===== src/rtl/csa_final_adder.sv =====
// Two-stage carry-propagate adder that resolves a carry-save (sum, carry) pair
// into a binary product plus carry-out, with valid/ready flow control on both sides.
module csa_final_adder #(
    parameter int WIDTH = 16    // even and >= 4
) (
    input  logic             i_clk,
    input  logic             i_rst_n,
    input  logic             i_in_valid,
    output logic             o_in_ready,
    input  logic [WIDTH-1:0] i_sum_vec,
    input  logic [WIDTH-1:0] i_carry_vec,
    output logic             o_out_valid,
    input  logic             i_out_ready,
    output logic [WIDTH-1:0] o_product,
    output logic             o_overflow
);
    localparam int HALF = WIDTH / 2;

    // Stage S1: low-half result, mid carry and untouched upper halves
    logic            r_s1_valid;
    logic [HALF-1:0] r_s1_lo_sum;
    logic            r_s1_mid_carry;
    logic [HALF-1:0] r_s1_sum_hi;
    logic [HALF-1:0] r_s1_carry_hi;

    // Stage S2: final result
    logic             r_s2_valid;
    logic [WIDTH-1:0] r_product;
    logic             r_overflow;

    logic w_s2_adv;
    logic w_s1_adv;

    logic [HALF:0]   w_lo_c;
    logic [HALF-1:0] w_lo_s;
    logic [HALF:0]   w_hi_c;
    logic [HALF-1:0] w_hi_s;

    assign w_s2_adv = ~r_s2_valid | i_out_ready;
    assign w_s1_adv = ~r_s1_valid | w_s2_adv;

    // Each half is a plain ripple chain; splitting at the midpoint halves the carry path per stage.
    assign w_lo_c[0] = 1'b0;
    assign w_hi_c[0] = r_s1_mid_carry;

    for (genvar gi = 0; gi < HALF; gi++) begin : g_lo_bit
        logic w_a;
        logic w_b;
        assign w_a           = i_sum_vec[gi];
        assign w_b           = i_carry_vec[gi];
        assign w_lo_s[gi]    = w_a ^ w_b ^ w_lo_c[gi];
        assign w_lo_c[gi+1]  = (w_a & w_b) | (w_a & w_lo_c[gi]) | (w_b & w_lo_c[gi]);
    end

    for (genvar gi = 0; gi < HALF; gi++) begin : g_hi_bit
        logic w_a;
        logic w_b;
        assign w_a           = r_s1_sum_hi[gi];
        assign w_b           = r_s1_carry_hi[gi];
        assign w_hi_s[gi]    = w_a ^ w_b ^ w_hi_c[gi];
        assign w_hi_c[gi+1]  = (w_a & w_b) | (w_a & w_hi_c[gi]) | (w_b & w_hi_c[gi]);
    end

    // Data registers only load with a valid item, so the product stays 0 until the first result.
    always_ff @(posedge i_clk) begin
        if (!i_rst_n) begin
            r_s1_valid     <= 1'b0;
            r_s1_lo_sum    <= '0;
            r_s1_mid_carry <= 1'b0;
            r_s1_sum_hi    <= '0;
            r_s1_carry_hi  <= '0;
        end else if (w_s1_adv) begin
            r_s1_valid <= i_in_valid;
            if (i_in_valid) begin
                r_s1_lo_sum    <= w_lo_s;
                r_s1_mid_carry <= w_lo_c[HALF];
                r_s1_sum_hi    <= i_sum_vec[WIDTH-1:HALF];
                r_s1_carry_hi  <= i_carry_vec[WIDTH-1:HALF];
            end
        end
    end

    always_ff @(posedge i_clk) begin
        if (!i_rst_n) begin
            r_s2_valid <= 1'b0;
            r_product  <= '0;
            r_overflow <= 1'b0;
        end else if (w_s2_adv) begin
            r_s2_valid <= r_s1_valid;
            if (r_s1_valid) begin
                r_product  <= {w_hi_s, r_s1_lo_sum};
                r_overflow <= w_hi_c[HALF];
            end
        end
    end

    assign o_in_ready  = w_s1_adv;
    assign o_out_valid = r_s2_valid;
    assign o_product   = r_product;
    assign o_overflow  = r_overflow;

endmodule

===== config.mk =====
export PLATFORM = sky130hd
export DESIGN_NAME = csa_final_adder
export DESIGN_NICKNAME = d
export VERILOG_FILES = /design/src/rtl/csa_final_adder.sv
export SDC_FILE = /design/constraint.sdc
export NUM_CORES = 1
export LEC_CHECK = 0
export ABC_CLOCK_PERIOD_IN_PS = 4200
export CAP_MARGIN = 10
export CORE_MARGIN = 1.5
export CORE_UTILIZATION = 48
export CTS_CLUSTER_DIAMETER = 30
export DETAILED_ROUTE_END_ITERATION = 16
export PLACE_DENSITY = 0.87
export SETUP_SLACK_MARGIN = 0.05
export SLEW_MARGIN = 20
export SYNTH_ARGS = -nofsm -noshare
export SYNTH_HDL_FRONTEND = slang
export SYNTH_SLANG_ARGS = --single-unit

===== constraint.sdc =====
create_clock -name i_clk -period 4.2 [get_ports i_clk]
set_input_delay 0.63 -clock i_clk [delete_from_list [all_inputs] [get_ports i_clk]]
set_output_delay 0.63 -clock i_clk [all_outputs]
set_load 0.03 [all_outputs]

==> metrics, run 1 <==
outcome=complete, no violations; setup tns final=0 ns; Placeable Area=4090 um^2; Sw Share=0.265; M2 GR Usage=0.323; Setup crit end kind=register; crit share post-route=0.958; met1 GRT Util=0.266; Residual DRC=0; Top delay family on crit path=adder cells; FILL cells=339; die height=68.8 um; largest net degree at the start of global routing=30; max incr delay on CP=0.42 ns; CP Data Arrival Time=4.23 ns; Fin Hold WS=0.466 ns; gr ovfl total=0; clock tree buffer depth=2; Leak=1.06 nW; skew final=0.00212 ns; RePlAce Congestion=0.759; Crit Path Class=in2reg; Max Fclk=0.248 GHz; Yosys reg bits=44; Cell Pwr Density=336 nW/um^2; sequential fraction of the synthesis area=0.424; Clock power frac=0.299; Area growth, synth to finish=29.0%; DIE AREA=4730 um^2; Sequential Power Share=0.517; starting density of the core=0.509; n_diodes=0; routed vias/inst=5.18; most frequent CP cell=fa_1; Post-Syn Area=2080 um^2; Peak VDD IR=0.000202 V; WL/cell=13.5 um; Worst Path Buf+Inv=2; Max FO, Critical Path=1; met3 Use GR=0.0357; logic gate share of total power=0.184; # setup viols final=0; share of layout cells above drive strength 1=0.0417; GR Util All Layers=0.204; CP Launch Type=primary input; Final Critical Period=4.03 ns; row count=23; FF-to-FF Start=r_s1_mid_carry$_SDFFE_PN0P_; Clock Sinks=44; Least-Margin Pin Slew=0.996 ns; WP data required=4.40 ns; syn avg cell area=9.62 um^2; Slew HR=0.334; initial antenna violation count=0; slowest CP cell=fa_1; internal power=663 uW; Root Buffer=clkbuf_8; initial drt markers=172; Final nets=315; Synth cell types=19; CTS Buf Count=5; routed vias=1625; post-synthesis net count=268; I/O Buffers=54; cell chain of the critical path=clkdlybuf4s50_1 -> ha_1 -> fa_1 -> fa_1 -> fa_2 -> fa_1 -> fa_2 -> fa_1 -> inv_1 -> fa_1 -> a211oi_1; Total Power=901 uW; final hold vios=0; crit path launch=i_sum_vec[0]; Ports=55; Slew Viols, Final=0; CTS tree=done; DP HPWL=3110 um; number of global-route vias before repair=1550; H-tree depth=2; GR peak layer=met2; Clk pin slew, worst setup/hold paths=0.08 ns; launch point of the worst hold path=r_s1_carry_hi[7]$_SDFFE_PN0P_; WL final=4230 um; cts hold-fix bufs=0; cells after synthesis=216; Max-Cap Viols=0; RSZ-0062 raised after global routing=no; drt first pass iters=4; first-pass GRT wire length=6940 um; Sw Pwr=238 uW; DRT antenna net count=0; Min-Delay Path Class=reg2reg; Die Span X=68.8 um; Ys Warns=0; clock latency on the worst-skew pair=0.29 ns
## cells by family after synthesis
family,Yosys count,synth area share
mux,23,0.111
fa+ha+maj,16,0.151
buf+inv,28,0.0728
simple gates,64,0.132
compound gates,41,0.110
flops,44,0.424
## metrics by stage
step	instance area, um^2	worst slack [ns]	instances	utilization
global route	2680	0.0813	314	0.656
global placement	2590	-0.0937	306	0.633
CTS	2680	0.0669	314	0.655
floorplan	2080	0.415	216	-
detailed placement	2590	-0.243	306	0.633
finish	2680	0.174	314	0.656
## cell usage in the layout, fill, tap and decap left out, drive strengths merged
cell type      instances
nor2                   1
nand2                 46
nand3                 14
clkdlybuf4s50         54
inv                   13
mux2i                 23
dfxtp                 44
buf                    1
nand2b                 1
ha                     1
o21ai                 14
a211oi                 5
nor2b                  1
a21oi                 22
nand3b                 1
fa                    15
clkbuf                 8
## final timing paths
check	endpoint	cells after the start	slack (ns)
worst max register to register	o_product[15]$_SDFFE_PN0P_	12	0.41
worst min-delay path	r_s1_carry_hi[7]$_SDFFE_PN0P_	2	0.47
worst min register to register	r_s1_carry_hi[7]$_SDFFE_PN0P_	2	0.47
worst max-delay path	r_s1_lo_sum[7]$_SDFFE_PN0P_	11	0.17
## flip-flops by register name, indices dropped and copies added, names as in the netlist
register,cells
r_s1_mid_carry,1
r_s1_sum_hi,8
o_product,16
r_s1_valid,1
o_overflow,1
r_s1_carry_hi,8
r_s1_lo_sum,8
o_out_valid,1
## cell type report
cell class / instances / area (um^2) / area share
well taps: 50 / 62.6 / 0.0233
repair buffers: 55 / 548 / 0.204
multi-input cells: 144 / 1050 / 0.392
flip-flops and latches: 44 / 881 / 0.329
clock buffers: 8 / 90.1 / 0.0336
inverters: 13 / 48.8 / 0.0182
## synthesized netlist by cell type
master     n  area [um^2]
nand2b_1   1         6.26
buf_12     2         40.0
clkbuf_1   8         30.0
o21ai_0   14         70.1
inv_1     13         48.8
a211oi_1   5         37.5
dfxtp_1   44          881
nor2b_4    1         13.8
fa_1      15          300
buf_2      2         10.0
nand2_1   46          173
mux2i_1   23          230
nor2_1     1         3.75
nand3b_1   1         7.51
a21oi_1   21          105
buf_4      3         22.5
nand3_1   14         70.1
a21oi_4    1         16.3
ha_1       1         12.5
## worst reg2reg max path, cell delays in order (launching register included)
cell and delay (ns):
dfxtp_1 0.32, inv_1 0.08, fa_1 0.17, inv_1 0.06
fa_1 0.38, fa_1 0.40, fa_1 0.39, fa_1 0.38
fa_1 0.39, fa_1 0.37, inv_1 0.08, fa_1 0.41
a211oi_1 0.26
## power by group through the flow
stage,Clock (mW),Combinational (mW),Sequential (mW)
after floorplan,0,0.0850,0.484
after global placement,0,0.159,0.474
after detailed placement,0,0.165,0.475
after CTS,0.273,0.167,0.465
after global routing,0.285,0.186,0.469
final,0.269,0.166,0.466
## metal layers
layer / share of wire / vias to the layer above
li1: - / 806
met1: 0.44 / 750
met2: 0.48 / 57
met3: 0.050 / 12
met4: 0.028 / 0
met5: 0 / -
## repair_timing
| action | CTS | global route |
|---|---|---|
| endpoints found under the setup margin | 0 | 1 |
| endpoints found under the hold margin | 0 | 0 |
| setup buffers | 0 | 0 |
| gates resized for setup | 0 | 2 |
No activity file was read; power rests on OpenSTA's default activity.
==> run 2, diff against run 1 <==
--- a/config.mk
+++ b/config.mk
@@ -11,6 +11,7 @@
 export CORE_UTILIZATION = 48
 export CTS_CLUSTER_DIAMETER = 30
 export DETAILED_ROUTE_END_ITERATION = 16
+export HOLD_SLACK_MARGIN = 0.12
 export PLACE_DENSITY = 0.87
 export SETUP_SLACK_MARGIN = 0.05
 export SLEW_MARGIN = 20
==> results of run 2 <==
Same layout as run 1: the final DEF is identical, and so are final timing and power.
